<file path="src/rtl/mem_port_arbiter_if.sv">
// rtl/mem_port_arbiter_if.sv - fetch/data request ports and memory handshake bundle for mem_port_arbiter
interface mem_port_arbiter_if #(
    parameter int AW = 32,
    parameter int DW = 32
);
    logic          if_req;
    logic [AW-1:0] if_addr;
    logic [DW-1:0] if_rdata;
    logic          if_valid;

    logic          d_req;
    logic          d_we;
    logic [AW-1:0] d_addr;
    logic [DW-1:0] d_wdata;
    logic [DW-1:0] d_rdata;
    logic          d_valid;

    logic          mem_req;
    logic          mem_we;
    logic [AW-1:0] mem_addr;
    logic [DW-1:0] mem_wdata;
    logic [DW-1:0] mem_rdata;
    logic          mem_ready;

    // master: the arbiter itself; slave: pipeline stages plus memory model
    modport master (
        input  if_req, if_addr, d_req, d_we, d_addr, d_wdata, mem_rdata, mem_ready,
        output if_rdata, if_valid, d_rdata, d_valid, mem_req, mem_we, mem_addr, mem_wdata
    );

    modport slave (
        output if_req, if_addr, d_req, d_we, d_addr, d_wdata, mem_rdata, mem_ready,
        input  if_rdata, if_valid, d_rdata, d_valid, mem_req, mem_we, mem_addr, mem_wdata
    );
endinterface

</file>
<file path="src/rtl/mem_port_arbiter.sv">
// rtl/mem_port_arbiter.sv - IF/MEM arbiter for one shared memory port with stall and watchdog (ARB_RR_EN: round-robin ties)
module mem_port_arbiter #(
    parameter int AW      = 32,
    parameter int DW      = 32,
    parameter int TMO_CYC = 64
) (
    input  logic                clk,
    input  logic                reset,
    mem_port_arbiter_if.master  bus,
    output logic                stall,
    output logic                tmo_err
);

    localparam int WW = $clog2(TMO_CYC + 1);
    localparam logic [WW-1:0] WDOG_LAST = WW'(TMO_CYC - 1);
    localparam logic [DW-1:0] TMO_DATA  = DW'(32'hDEAD_BEEF);

    typedef enum logic [1:0] {
        IDLE    = 2'd0,
        BUSY_IF = 2'd1,
        BUSY_D  = 2'd2,
        DONE    = 2'd3
    } state_t;

    state_t        state;
    logic [WW-1:0] wdog;
    logic          grant_d;
    logic          rsp_done;
    logic [DW-1:0] rsp_data;

`ifdef ARB_RR_EN
    logic last_d;   // winner of the most recent tie: 1 = data, 0 = fetch

    assign grant_d = bus.d_req & (~bus.if_req | ~last_d);
`else
    assign grant_d = bus.d_req;
`endif

    // A timeout completes the access exactly like a response, just with poison data.
    assign rsp_done = bus.mem_ready | (wdog == WDOG_LAST);
    assign rsp_data = bus.mem_ready ? bus.mem_rdata : TMO_DATA;

    assign stall = (bus.if_req & ~bus.if_valid) | (bus.d_req & ~bus.d_valid);

    always_ff @(posedge clk or negedge reset) begin
        if (!reset) begin
            state         <= IDLE;
            wdog          <= '0;
            tmo_err       <= 1'b0;
            bus.mem_req   <= 1'b0;
            bus.mem_we    <= 1'b0;
            bus.mem_addr  <= '0;
            bus.mem_wdata <= '0;
            bus.if_rdata  <= '0;
            bus.if_valid  <= 1'b0;
            bus.d_rdata   <= '0;
            bus.d_valid   <= 1'b0;
`ifdef ARB_RR_EN
            last_d        <= 1'b0;
`endif
        end else begin
            case (state)
                IDLE: begin
                    wdog <= '0;
                    if (grant_d) begin
                        bus.mem_req   <= 1'b1;
                        bus.mem_we    <= bus.d_we;
                        bus.mem_addr  <= bus.d_addr;
                        bus.mem_wdata <= bus.d_wdata;
                        state         <= BUSY_D;
                    end else if (bus.if_req) begin
                        bus.mem_req   <= 1'b1;
                        bus.mem_we    <= 1'b0;
                        bus.mem_addr  <= bus.if_addr;
                        bus.mem_wdata <= '0;
                        state         <= BUSY_IF;
                    end
`ifdef ARB_RR_EN
                    // Only contested grants move the pointer; lone requests do not.
                    if (bus.d_req && bus.if_req) begin
                        last_d <= grant_d;
                    end
`endif
                end

                BUSY_IF, BUSY_D: begin
                    if (rsp_done) begin
                        if (state == BUSY_D) begin
                            bus.d_rdata <= rsp_data;
                            bus.d_valid <= 1'b1;
                        end else begin
                            bus.if_rdata <= rsp_data;
                            bus.if_valid <= 1'b1;
                        end
                        if (!bus.mem_ready) begin
                            tmo_err <= 1'b1;
                        end
                        bus.mem_req <= 1'b0;
                        bus.mem_we  <= 1'b0;
                        state       <= DONE;
                    end else begin
                        wdog <= wdog + 1'b1;
                    end
                end

                DONE: begin
                    bus.if_valid <= 1'b0;
                    bus.d_valid  <= 1'b0;
                    state        <= IDLE;
                end

                default: begin
                    state <= IDLE;
                end
            endcase
        end
    end

endmodule
</file>
<file path="src/flat_wrapper.sv">
// flat-port wrapper written by rule: the top's interface ports become plain ports
module mem_port_arbiter_flat 
#(
    parameter int AW      = 32,
    parameter int DW      = 32,
    parameter int TMO_CYC = 64
)
  (clk, reset, stall, tmo_err, bus_if_req, bus_if_addr, bus_d_req, bus_d_we, bus_d_addr, bus_d_wdata, bus_mem_rdata, bus_mem_ready, bus_if_rdata, bus_if_valid, bus_d_rdata, bus_d_valid, bus_mem_req, bus_mem_we, bus_mem_addr, bus_mem_wdata);
  mem_port_arbiter_if #(.AW(AW), .DW(DW)) bus_i ();
  input  logic clk;
  input  logic reset;
  output logic stall;
  output logic tmo_err;
  input wire logic [$bits(bus_i.if_req)-1:0] bus_if_req;
  input wire logic [$bits(bus_i.if_addr)-1:0] bus_if_addr;
  input wire logic [$bits(bus_i.d_req)-1:0] bus_d_req;
  input wire logic [$bits(bus_i.d_we)-1:0] bus_d_we;
  input wire logic [$bits(bus_i.d_addr)-1:0] bus_d_addr;
  input wire logic [$bits(bus_i.d_wdata)-1:0] bus_d_wdata;
  input wire logic [$bits(bus_i.mem_rdata)-1:0] bus_mem_rdata;
  input wire logic [$bits(bus_i.mem_ready)-1:0] bus_mem_ready;
  output wire logic [$bits(bus_i.if_rdata)-1:0] bus_if_rdata;
  output wire logic [$bits(bus_i.if_valid)-1:0] bus_if_valid;
  output wire logic [$bits(bus_i.d_rdata)-1:0] bus_d_rdata;
  output wire logic [$bits(bus_i.d_valid)-1:0] bus_d_valid;
  output wire logic [$bits(bus_i.mem_req)-1:0] bus_mem_req;
  output wire logic [$bits(bus_i.mem_we)-1:0] bus_mem_we;
  output wire logic [$bits(bus_i.mem_addr)-1:0] bus_mem_addr;
  output wire logic [$bits(bus_i.mem_wdata)-1:0] bus_mem_wdata;
  assign bus_i.if_req = bus_if_req;
  assign bus_i.if_addr = bus_if_addr;
  assign bus_i.d_req = bus_d_req;
  assign bus_i.d_we = bus_d_we;
  assign bus_i.d_addr = bus_d_addr;
  assign bus_i.d_wdata = bus_d_wdata;
  assign bus_i.mem_rdata = bus_mem_rdata;
  assign bus_i.mem_ready = bus_mem_ready;
  assign bus_if_rdata = bus_i.if_rdata;
  assign bus_if_valid = bus_i.if_valid;
  assign bus_d_rdata = bus_i.d_rdata;
  assign bus_d_valid = bus_i.d_valid;
  assign bus_mem_req = bus_i.mem_req;
  assign bus_mem_we = bus_i.mem_we;
  assign bus_mem_addr = bus_i.mem_addr;
  assign bus_mem_wdata = bus_i.mem_wdata;
  mem_port_arbiter #(.AW(AW), .DW(DW), .TMO_CYC(TMO_CYC)) u_core (.clk(clk), .reset(reset), .bus(bus_i), .stall(stall), .tmo_err(tmo_err));
endmodule
</file>
<file path="config.mk">
export PLATFORM = sky130hd
export DESIGN_NAME = mem_port_arbiter_flat
export DESIGN_NICKNAME = d
export VERILOG_FILES = /design/src/rtl/mem_port_arbiter_if.sv /design/src/rtl/mem_port_arbiter.sv /design/src/flat_wrapper.sv
export SDC_FILE = /design/constraint.sdc
export NUM_CORES = 1
export LEC_CHECK = 0
export ABC_AREA = 1
export ABC_CLOCK_PERIOD_IN_PS = 1600
export BUFFER_PORTS_ARGS = -buffer_cell sky130_fd_sc_hd__buf_2
export CAP_MARGIN = 20
export CORE_MARGIN = 4
export CORE_UTILIZATION = 28
export CTS_CLUSTER_SIZE = 28
export DETAILED_ROUTE_END_ITERATION = 6
export GPL_TIMING_DRIVEN = 1
export PLACE_DENSITY = 0.58
export SETUP_SLACK_MARGIN = 0.05
export SYNTH_ARGS = -nofsm -noshare
export SYNTH_HDL_FRONTEND = slang
export SYNTH_SLANG_ARGS = --single-unit
export TNS_END_PERCENT = 50
</file>
<file path="constraint.sdc">
create_clock -name clk -period 1.6 [get_ports clk]
set_clock_uncertainty 0.05 [all_clocks]
set_input_delay 0.08 -clock clk [delete_from_list [all_inputs] [get_ports clk]]
set_output_delay 0.08 -clock clk [all_outputs]
set_load 0.01 [all_outputs]
</file>
==> impl_metrics.env, run 1 <==
export IMPL_synth_cell_area_sq_um=6040
export IMPL_timing_hold_worst_class="input port to flop"
export IMPL_tightest_pin_transition_ns=0.395
export IMPL_first_global_vias=6568
export IMPL_finalHoldWorstSlack_ns=0.0283
export IMPL_post_synth_inst_count=657
export IMPL_mostFrequentLayoutCells="266 x buf_2, 213 x nand2_1, 142 x dfrtp_1, 131 x dlygate4sd3_1, 65 x nor2_1"
export IMPL_cts_clk_slew_worst_paths_ns=0.06
export IMPL_synth_warnings=0
export IMPL_top_signal_layer_used="met5"
export IMPL_clock_root_buffer="clkbuf_16"
export IMPL_synth_nets=796
export IMPL_num_fill_cells=1983
export IMPL_critPathCaptureType="flop"
export IMPL_synth_cell_types=24
export IMPL_drive_gt1_share_pct=36.5
export IMPL_rsz0062_at_grt="yes"
export IMPL_grt_first_pass_wirelength_microns=33300
export IMPL_initial_core_util_pct=28.6
export IMPL_synth_top_family_by_area="simple AND/OR/NAND/NOR gates"
export IMPL_detail_route_vias_per_cell=4.66
export IMPL_clkLatencyLatePin_ns=0.40
export IMPL_yosysSeqAreaShare_pct=58.8
export IMPL_port_buf_inserts=267
export IMPL_cts_buffers=17
export IMPL_synth_simple_gate_area_share_pct=21.4
export IMPL_combPwrFrac_pct=44.8
export IMPL_fraction_of_the_mapped_netlist_area_in_adder_cells_pct=1.04
export IMPL_power_clock_fraction_pct=20.1
export IMPL_placed_instances=1186
export IMPL_fin_cells=1361
export IMPL_met3WireLength_microns=2120
export IMPL_antenna_found_initial=1
export IMPL_ir_drop_worst_case_vdd_v=0.000789
export IMPL_slew_viol_final=0
export IMPL_layout_area_overhead_vs_synth_pct=64.4
export IMPL_internal_power_mw=10.7
export IMPL_timing_max_cap_violations=0
export IMPL_fmax_ghz=0.645
export IMPL_place_hpwl_microns=13500
export IMPL_outcome="finished, final reports clean"
export IMPL_detailroute_via_count=6346
export IMPL_grt_max_degree=65
export IMPL_worstSetupPathType="flop to flop"
export IMPL_cts_tree="built"
export IMPL_detail_route_drc_violations=0
export IMPL_total_number_of_h_tree_levels=4
export IMPL_gp_congestion=0.771
export IMPL_placement_setup_worst_slack_ns=0.0670
export IMPL_drt_total_wl_microns=22300
export IMPL_timing_critical_path_required_ns=1.84
export IMPL_sw_frac_of_total_pct=39.5
export IMPL_grt_usage_pct=17.1
export IMPL_power_leakage_nw=5.02
export IMPL_flop_and_latch_count_out_of_synthesis=142
export IMPL_die_width_microns=155
export IMPL_share_seq_of_total_power_pct=35.1
export IMPL_antenna_left=0
export IMPL_finalSetupTns_ns=0
export IMPL_detail_route_wl_per_cell_microns=16.4
export IMPL_avgSynthCellArea_sq_um=9.19
export IMPL_design_final_nets=1213
export IMPL_synth_compound_area_share_pct=13.9
export IMPL_timing_critical_path_from_type="flop"
export IMPL_finalSetupViolations=0
export IMPL_hold_viol_final=0
export IMPL_detail_route_first_pass_iterations=5
export IMPL_met2_length_microns=10700
export IMPL_crit_fanout=14
export IMPL_grt_overflow=0
export IMPL_core_region_area_sq_um=21200
export IMPL_worst_slack_ns=0.0496
export IMPL_die_height_microns=155
export IMPL_clock_sinks=142
export IMPL_power_density_normalized_to_cell_area_nw_per_um2=1780
export IMPL_fin_crit_sh_pct=96.9
export IMPL_synthMuxAreaShare_pct=0
export IMPL_final_common_cell="buf_2"
export IMPL_std_cell_rows=53
export IMPL_dieArea_sq_um=24000
export IMPL_detailedRoute_firstIterationViolations=302
export IMPL_timing_max_slew_rel_slack_pct=73.6
export IMPL_worstPathArrival_ns=1.79
export IMPL_layout_min_cycle_time_ns=1.55
export IMPL_synthXorXnorAreaFrac_pct=0
export IMPL_net_switching_power_mw=6.99
export IMPL_io_pins=268
export IMPL_wl_met1_microns=9110
export IMPL_diodes=0
export IMPL_clockBufferDepth=2
final timing paths:
kind                                           end                    from  slack [ns]  cells after the start
hold reg to reg             u_core.bus.d_rdata[23]  u_core.bus.d_rdata[23]        0.43                      2
hold / removal             u_core.bus.if_rdata[14]           bus_mem_ready        0.03                      3
setup reg to reg            u_core.bus.d_rdata[30]          u_core.wdog[1]        0.05                      9
max in group asynchronous   u_core.bus.mem_addr[3]                   reset        0.79                      3
setup / recovery            u_core.bus.d_rdata[30]          u_core.wdog[1]        0.05                      9
min in group asynchronous    u_core.bus.d_rdata[1]                   reset        0.11                      2
area by class of cell:
cell class	instances	area, sq um	area share (%)
Inverter	16	62.6	0.630
Timing Repair Buffer	436	3180	32.1
Sequential cell	142	3550	35.8
Clock inverter	13	92.6	0.932
Tap cell	275	344	3.47
Multi-Input combinational cell	461	2260	22.8
Clock buffer	18	429	4.32
critical path, cell delays in order, from the launching register on:
cell and delay [ns]:
dfrtp_1 0.35, ha_1 0.18, nand2_2 0.08, nor2_4 0.15, nand2_4 0.10, nand2_8 0.12
nand2_8 0.09, clkbuf_16 0.20, nand2_2 0.06, o21ai_2 0.05
logic make-up after synthesis:
family	after synthesis
compound gates	138
fa+ha+maj	5
buf+inv	54
flops	142
simple gates	318
layer usage:
metal	track usage, %	up-vias
li1	-	2999
met1	21.0	2993
met2	28.5	329
met3	6.15	23
met4	4.50	2
met5	0	-
synthesized netlist by cell type, drive strengths merged:
library cell | number | area share (%)
a31o | 1 | 0.15
a31oi | 32 | 3.3
inv | 16 | 0.99
o21ai | 102 | 10
a21oi | 2 | 0.17
nand2 | 233 | 15
nor2 | 70 | 4.8
o22ai | 1 | 0.10
nor3 | 1 | 0.083
nand4 | 3 | 0.31
nand3 | 10 | 0.83
buf | 24 | 2.9
clkbuf | 14 | 0.87
dfrtp | 142 | 59
nor3b | 1 | 0.12
ha | 5 | 1.0
state kept, by name, indices dropped and copies added, names as in the netlist:
register,cells
u_core.bus.d_rdata,32
u_core.bus.d_valid,1
u_core.bus.if_rdata,32
u_core.bus.if_valid,1
u_core.bus.mem_addr,32
u_core.bus.mem_req,1
u_core.bus.mem_wdata,32
u_core.bus.mem_we,1
u_core.state,2
u_core.tmo_err,1
u_core.wdog,7
power by group through the flow:
stage                     sequential, mW  clock, mW  combinational (mW)
after floorplan                     6.94          0                3.13
after global placement              6.20          0                6.87
after detailed placement            6.23          0                6.97
after CTS                           6.21       3.67                7.20
after global routing                6.43       3.80                8.73
final                               6.22       3.56                7.93
timing repair:
item                       CTS  global route
gates resized for setup      0            20
buffers inserted             0             2
setup endpoints to repair    0           136
hold buffers               131             0
hold endpoints to repair   271             0
through the flow:
step | util, % | instance area, sq um | power [mW]
2_1_floorplan | - | 6050 | 10.1
3_3_place_gp | 36.8 | 7780 | 13.1
3_5_place_dp | 36.8 | 7780 | 13.2
4_1_cts | 45.4 | 9610 | 17.1
5_1_grt | 46.9 | 9930 | 19.0
6_report | 46.9 | 9930 | 17.7
Note: power is estimated with default switching activity, not from simulation.
==> inputs of run 2 (changes only) <==
MAX_ROUTING_LAYER = met4   (was not set)
==> run 2 against run 1 <==
Compared with the run above:
- fmax barely moved
- cell count barely moved
- highest routed layer is now met4
- combinational power barely moved
- critical path type unchanged
- sequential share of layout area barely moved
- clock-buffer cell count did not move
- sequential power barely moved
- largest cell class unchanged
- largest power group unchanged
==> impl_metrics.env, run 2 (same netlist as run 1, synthesis figures left out) <==
export IMPL_timing_critical_path_from_type="flop"
export IMPL_clkLatencyLatePin_ns=0.40
export IMPL_detail_route_drc_violations=0
export IMPL_placed_instances=1186
export IMPL_worstSetupPathDepth=9
export IMPL_finalSetupViolations=0
export IMPL_power_clock_fraction_pct=20.1
export IMPL_clockBufferDepth=2
export IMPL_share_seq_of_total_power_pct=35.1
export IMPL_initial_core_util_pct=28.6
export IMPL_first_global_vias=6574
export IMPL_die_width_microns=155
export IMPL_total_power_mw=17.7
export IMPL_fmax_ghz=0.645
export IMPL_final_area_sq_um=9930
export IMPL_dieArea_sq_um=24000
export IMPL_placement_setup_worst_slack_ns=0.0670
export IMPL_power_leakage_nw=5.02
export IMPL_power_density_normalized_to_cell_area_nw_per_um2=1780
export IMPL_cts_tree="built"
export IMPL_ir_drop_worst_case_vdd_v=0.000786
export IMPL_die_height_microns=155
export IMPL_fin_crit_sh_pct=96.9
export IMPL_internal_power_mw=10.7
export IMPL_critPathCaptureType="flop"
export IMPL_io_pins=268
export IMPL_detail_route_wl_per_cell_microns=16.3
export IMPL_layout_area_overhead_vs_synth_pct=64.4
export IMPL_crit_chain="ha_1 -> nand2_2 -> nor2_4 -> nand2_4 -> nand2_8 -> nand2_8 -> clkbuf_16 -> nand2_2 -> o21ai_2"
export IMPL_postLayoutCoreUtil_pct=47.0
export IMPL_grt_max_degree=65
export IMPL_crit_path_max_incr_delay_ns=0.35
export IMPL_worstSetupPathType="flop to flop"
export IMPL_timing_critical_path_required_ns=1.84
export IMPL_finalHoldWorstSlack_ns=0.0275
export IMPL_fin_cells=1362
export IMPL_clock_sinks=142
export IMPL_detail_route_vias_per_cell=4.68
export IMPL_cts_clk_slew_worst_paths_ns=0.06
export IMPL_cts_buffers=17
export IMPL_outcome="finished, final reports clean"
export IMPL_worst_slack_ns=0.0491
export IMPL_drive_gt1_share_pct=36.5
export IMPL_total_number_of_h_tree_levels=4
export IMPL_detail_route_first_pass_iterations=5
export IMPL_timing_max_cap_violations=0
export IMPL_std_cell_rows=53
export IMPL_critical_path_buf_inv_count=1
export IMPL_dpl_instance_area_sq_um=7780
export IMPL_net_switching_power_mw=6.99
export IMPL_finalSetupTns_ns=0
export IMPL_grt_first_pass_wirelength_microns=33300
export IMPL_antenna_left=0
export IMPL_place_hpwl_microns=13500
export IMPL_timing_max_slew_rel_slack_pct=73.4
export IMPL_tightest_pin_transition_ns=0.399
export IMPL_combPwrFrac_pct=44.8
export IMPL_hold_viol_final=0
export IMPL_crit_fanout=14
export IMPL_worst_r2r_path_depth=9
export IMPL_grt_overflow=0
export IMPL_core_region_area_sq_um=21200
export IMPL_drt_total_wl_microns=22200
export IMPL_critical_path_top_delay_family="simple AND/OR/NAND/NOR gates"
export IMPL_antenna_found_initial=1
export IMPL_mostFrequentLayoutCells="266 x buf_2, 213 x nand2_1, 142 x dfrtp_1, 131 x dlygate4sd3_1, 65 x nor2_1"
export IMPL_rsz0062_at_grt="yes"
export IMPL_detailroute_via_count=6379
export IMPL_grt_usage_pct=17.6
export IMPL_worst_hold_path_num_cells=3
export IMPL_gp_congestion=0.781
export IMPL_sw_frac_of_total_pct=39.5
export IMPL_crit_path_top_delay_cell="dfrtp_1"
export IMPL_worstPathArrival_ns=1.79
export IMPL_detailedRoute_firstIterationViolations=376
export IMPL_design_final_nets=1213
export IMPL_port_buf_inserts=267
export IMPL_final_common_cell="buf_2"
export IMPL_clock_root_buffer="clkbuf_16"
export IMPL_layout_min_cycle_time_ns=1.55
export IMPL_slew_viol_final=0
export IMPL_timing_hold_worst_class="input port to flop"
-- run 2: changes by cell type in the layout (fill, tap and decap cells not counted) --
| cell | change |
|---|---|
| diode_2 | +1 |
-- run 2: path summary, 6_finish.rpt --
kind | start | to | slack (ns)
setup / recovery | u_core.wdog[1] | u_core.bus.d_rdata[30] | 0.05
hold / removal | bus_mem_ready | u_core.bus.if_rdata[14] | 0.03
setup reg to reg | u_core.wdog[1] | u_core.bus.d_rdata[30] | 0.05
hold reg to reg | u_core.bus.d_rdata[23] | u_core.bus.d_rdata[23] | 0.42
max in group asynchronous | reset | u_core.bus.mem_addr[3] | 0.78
min in group asynchronous | reset | u_core.bus.d_rdata[1] | 0.11
-- run 2: worst reg2reg max path: stages, from the launching register on --
cell       delay, ns
dfrtp_1         0.35
ha_1            0.18
nand2_2         0.08
nor2_4          0.15
nand2_4         0.10
nand2_8         0.12
nand2_8         0.09
clkbuf_16       0.20
nand2_2         0.07
o21ai_2         0.05
-- run 2: power by group through the flow --
stage | Combinational [mW] | Sequential [mW] | Clock, mW
after floorplan | 3.13 | 6.94 | 0
after global placement | 6.87 | 6.20 | 0
after detailed placement | 6.97 | 6.23 | 0
after CTS | 7.20 | 6.21 | 3.67
after global routing | 8.72 | 6.43 | 3.80
final | 7.93 | 6.22 | 3.55
-- run 2: timing repair --
action,CTS,global route
gates resized for setup,0,20
hold endpoints to repair,271,0
setup endpoints to repair,0,136
hold buffers,131,0
buffers inserted,0,2
-- run 2: cell type report --
type / instances / area, sq um
antenna: 1 / 2.50
clock buffer: 18 / 429
clock inverter: 13 / 92.6
fill: 1982 / 11200
inverter: 16 / 62.6
multi-input combinational: 461 / 2260
sequential: 142 / 3550
tap: 275 / 344
timing repair buffer: 436 / 3180
-- run 2: routing by layer --
metal / GRT usage (%) / part of all wire, % / vias up
met5: - / 0 / -
met1: 21.7 / 42 / 3027
li1: - / - / 3000
met3: 5.01 / 8.6 / 24
met4: 4.25 / 1.3 / 0
met2: 28.6 / 48 / 328
==> inputs of run 3 (changes only) <==
--- a/config.mk
+++ b/config.mk
@@ -11,2 +11,4 @@
 export CAP_MARGIN = 20
+export CELL_PAD_IN_SITES_DETAIL_PLACEMENT = 1
+export CELL_PAD_IN_SITES_GLOBAL_PLACEMENT = 1
 export CORE_MARGIN = 4
@@ -17,3 +19,3 @@
 export MAX_ROUTING_LAYER = met4
-export PLACE_DENSITY = 0.58
+export PLACE_DENSITY = 0.74
 export SETUP_SLACK_MARGIN = 0.05
==> constraint.sdc (replaced) <==
create_clock -name clk -period 1.6 [get_ports clk]
set_clock_uncertainty 0.05 [all_clocks]
set_input_delay 0.32 -clock clk [delete_from_list [all_inputs] [get_ports clk]]
set_output_delay 0.32 -clock clk [all_outputs]
set_load 0.01 [all_outputs]
==> run 3 against run 2 <==
Compared with the run above:
- sequential cell count unchanged
- critical path depth is 1 lower
- first-iteration DRC count down 41%
- global-route usage rose by 0.68 points
- via count decreased by 8.0%
- worst setup slack worse by 0.0074 ns
- utilization is 4.3 points lower
- largest cell class unchanged
- highest routed layer unchanged
==> impl_metrics.env, run 3 (same netlist as run 1, synthesis figures left out) <==
export IMPL_drive_gt1_share_pct=44.4
export IMPL_grt_overflow=0
export IMPL_io_pins=268
export IMPL_ir_drop_worst_case_vdd_v=0.000823
export IMPL_detail_route_first_pass_iterations=4
export IMPL_die_height_microns=155
export IMPL_detailroute_via_count=5867
export IMPL_cts_clk_slew_worst_paths_ns=0.07
export IMPL_worst_hold_path_num_cells=3
export IMPL_dieArea_sq_um=24000
export IMPL_total_power_mw=18.9
export IMPL_layout_min_cycle_time_ns=1.56
export IMPL_port_buf_inserts=267
export IMPL_timing_max_cap_violations=0
export IMPL_critPathCaptureType="flop"
export IMPL_hold_viol_final=0
export IMPL_outcome="finished, final reports clean"
export IMPL_power_leakage_nw=4.68
export IMPL_initial_core_util_pct=28.6
export IMPL_placement_setup_worst_slack_ns=-0.0595
export IMPL_grt_max_degree=44
export IMPL_first_global_vias=6147
export IMPL_timing_hold_worst_class="input port to flop"
export IMPL_grt_first_pass_wirelength_microns=33600
export IMPL_clock_root_buffer="clkbuf_16"
export IMPL_total_number_of_h_tree_levels=4
export IMPL_tightest_pin_transition_ns=0.377
export IMPL_grt_usage_pct=18.3
export IMPL_timing_critical_path_from_type="flop"
export IMPL_detail_route_vias_per_cell=4.70
export IMPL_antenna_found_initial=1
export IMPL_fin_cells=1249
export IMPL_fmax_ghz=0.642
export IMPL_detail_route_drc_violations=0
export IMPL_crit_fanout=7
export IMPL_layout_area_overhead_vs_synth_pct=49.5
export IMPL_design_final_nets=1100
export IMPL_worstPathArrival_ns=1.85
export IMPL_final_common_cell="buf_2"
export IMPL_mostFrequentLayoutCells="265 x buf_2, 206 x nand2_1, 140 x dfrtp_1, 61 x nor2_1, 36 x o21ai_0"
export IMPL_antenna_left=0
export IMPL_clock_sinks=142
export IMPL_power_density_normalized_to_cell_area_nw_per_um2=2090
export IMPL_gp_congestion=0.828
export IMPL_cts_tree="built"
export IMPL_placed_instances=1194
export IMPL_fin_crit_sh_pct=97.4
export IMPL_clockBufferDepth=2
export IMPL_worst_r2r_path_depth=8
export IMPL_worstSetupPathType="flop to flop"
export IMPL_finalSetupViolations=0
export IMPL_timing_max_slew_rel_slack_pct=74.8
export IMPL_drt_total_wl_microns=22300
export IMPL_cts_buffers=17
export IMPL_clkLatencyLatePin_ns=0.42
export IMPL_place_hpwl_microns=15800
export IMPL_slew_viol_final=0
export IMPL_die_width_microns=155
export IMPL_worst_slack_ns=0.0417
export IMPL_core_region_area_sq_um=21200
export IMPL_rsz0062_at_grt="yes"
export IMPL_detail_route_wl_per_cell_microns=17.8
export IMPL_num_fill_cells=2515
export IMPL_finalSetupTns_ns=0
export IMPL_timing_critical_path_required_ns=1.89
export IMPL_std_cell_rows=53
export IMPL_detailedRoute_firstIterationViolations=221
==> run 3: worst max-delay path, stage by stage, from the launching register on <==
cell and delay (ns):
dfrtp_1 0.39, inv_2 0.09, ha_4 0.17, inv_4 0.06, nor2_4 0.19, buf_6 0.16, clkbuf_16 0.15, nor2_1 0.04
a31oi_1 0.17
==> run 3: area by class of cell <==
cell class | instances | area (sq um) | area share [%]
Clock buffer | 18 | 429 | 4.75
Inverter | 16 | 62.6 | 0.693
Clock inverter | 13 | 214 | 2.37
Tap cell | 275 | 344 | 3.81
Multi-Input combinational cell | 462 | 2350 | 26.0
Sequential cell | 142 | 3560 | 39.4
Timing Repair Buffer | 322 | 2070 | 23.0
Antenna cell | 1 | 2.50 | 0.0277
==> run 3: repair_timing <==
action,4_1_cts,5_1_grt
gates resized for setup,16,34
gates cloned,3,8
pin swaps,3,5
endpoints found under the setup margin,53,102
hold buffers,1,0
setup buffers,4,9
endpoints found under the hold margin,123,0
==> run 3: through the flow <==
| stage | area (sq um) | hold WS (ns) | utilization (%) |
|---|---|---|---|
| floorplan | 6050 | -0.0256 | - |
| global placement | 7900 | 0.142 | 37.3 |
| detailed placement | 7900 | 0.142 | 37.3 |
| CTS | 8730 | 0.0177 | 41.3 |
| global route | 9030 | 0.0370 | 42.7 |
| finish | 9030 | 0.0461 | 42.7 |
==> run 3: metal layers <==
metal | GRT usage (%) | routed length [microns]
met1 | 22.4 | 9310
met2 | 29.1 | 10800
met3 | 6.04 | 1840
met4 | 5.09 | 333
met5 | - | 0
==> run 3: report_power, final <==
group | switching, mW | total (mW) | internal [mW] | leakage, nW
combinational | 4.56 | 8.12 | 3.56 | 2.64
sequential | 1.04 | 6.32 | 5.28 | 1.73
clock | 1.65 | 4.42 | 2.77 | 0.307
total | 7.25 | 18.9 | 11.6 | 4.68
==> run 3: worst paths after layout <==
path / start / endpoint / slack (ns)
max reg2reg: u_core.state[1] / u_core.bus.mem_addr[3] / 0.04
max in group asynchronous: reset / u_core.bus.if_valid / 0.69
max: u_core.state[1] / u_core.bus.mem_addr[3] / 0.04
min in group asynchronous: reset / u_core.bus.d_rdata[10] / 0.27
min reg2reg: u_core.bus.d_rdata[4] / u_core.bus.d_rdata[4] / 0.43
min: bus_d_wdata[0] / u_core.bus.mem_wdata[0] / 0.05
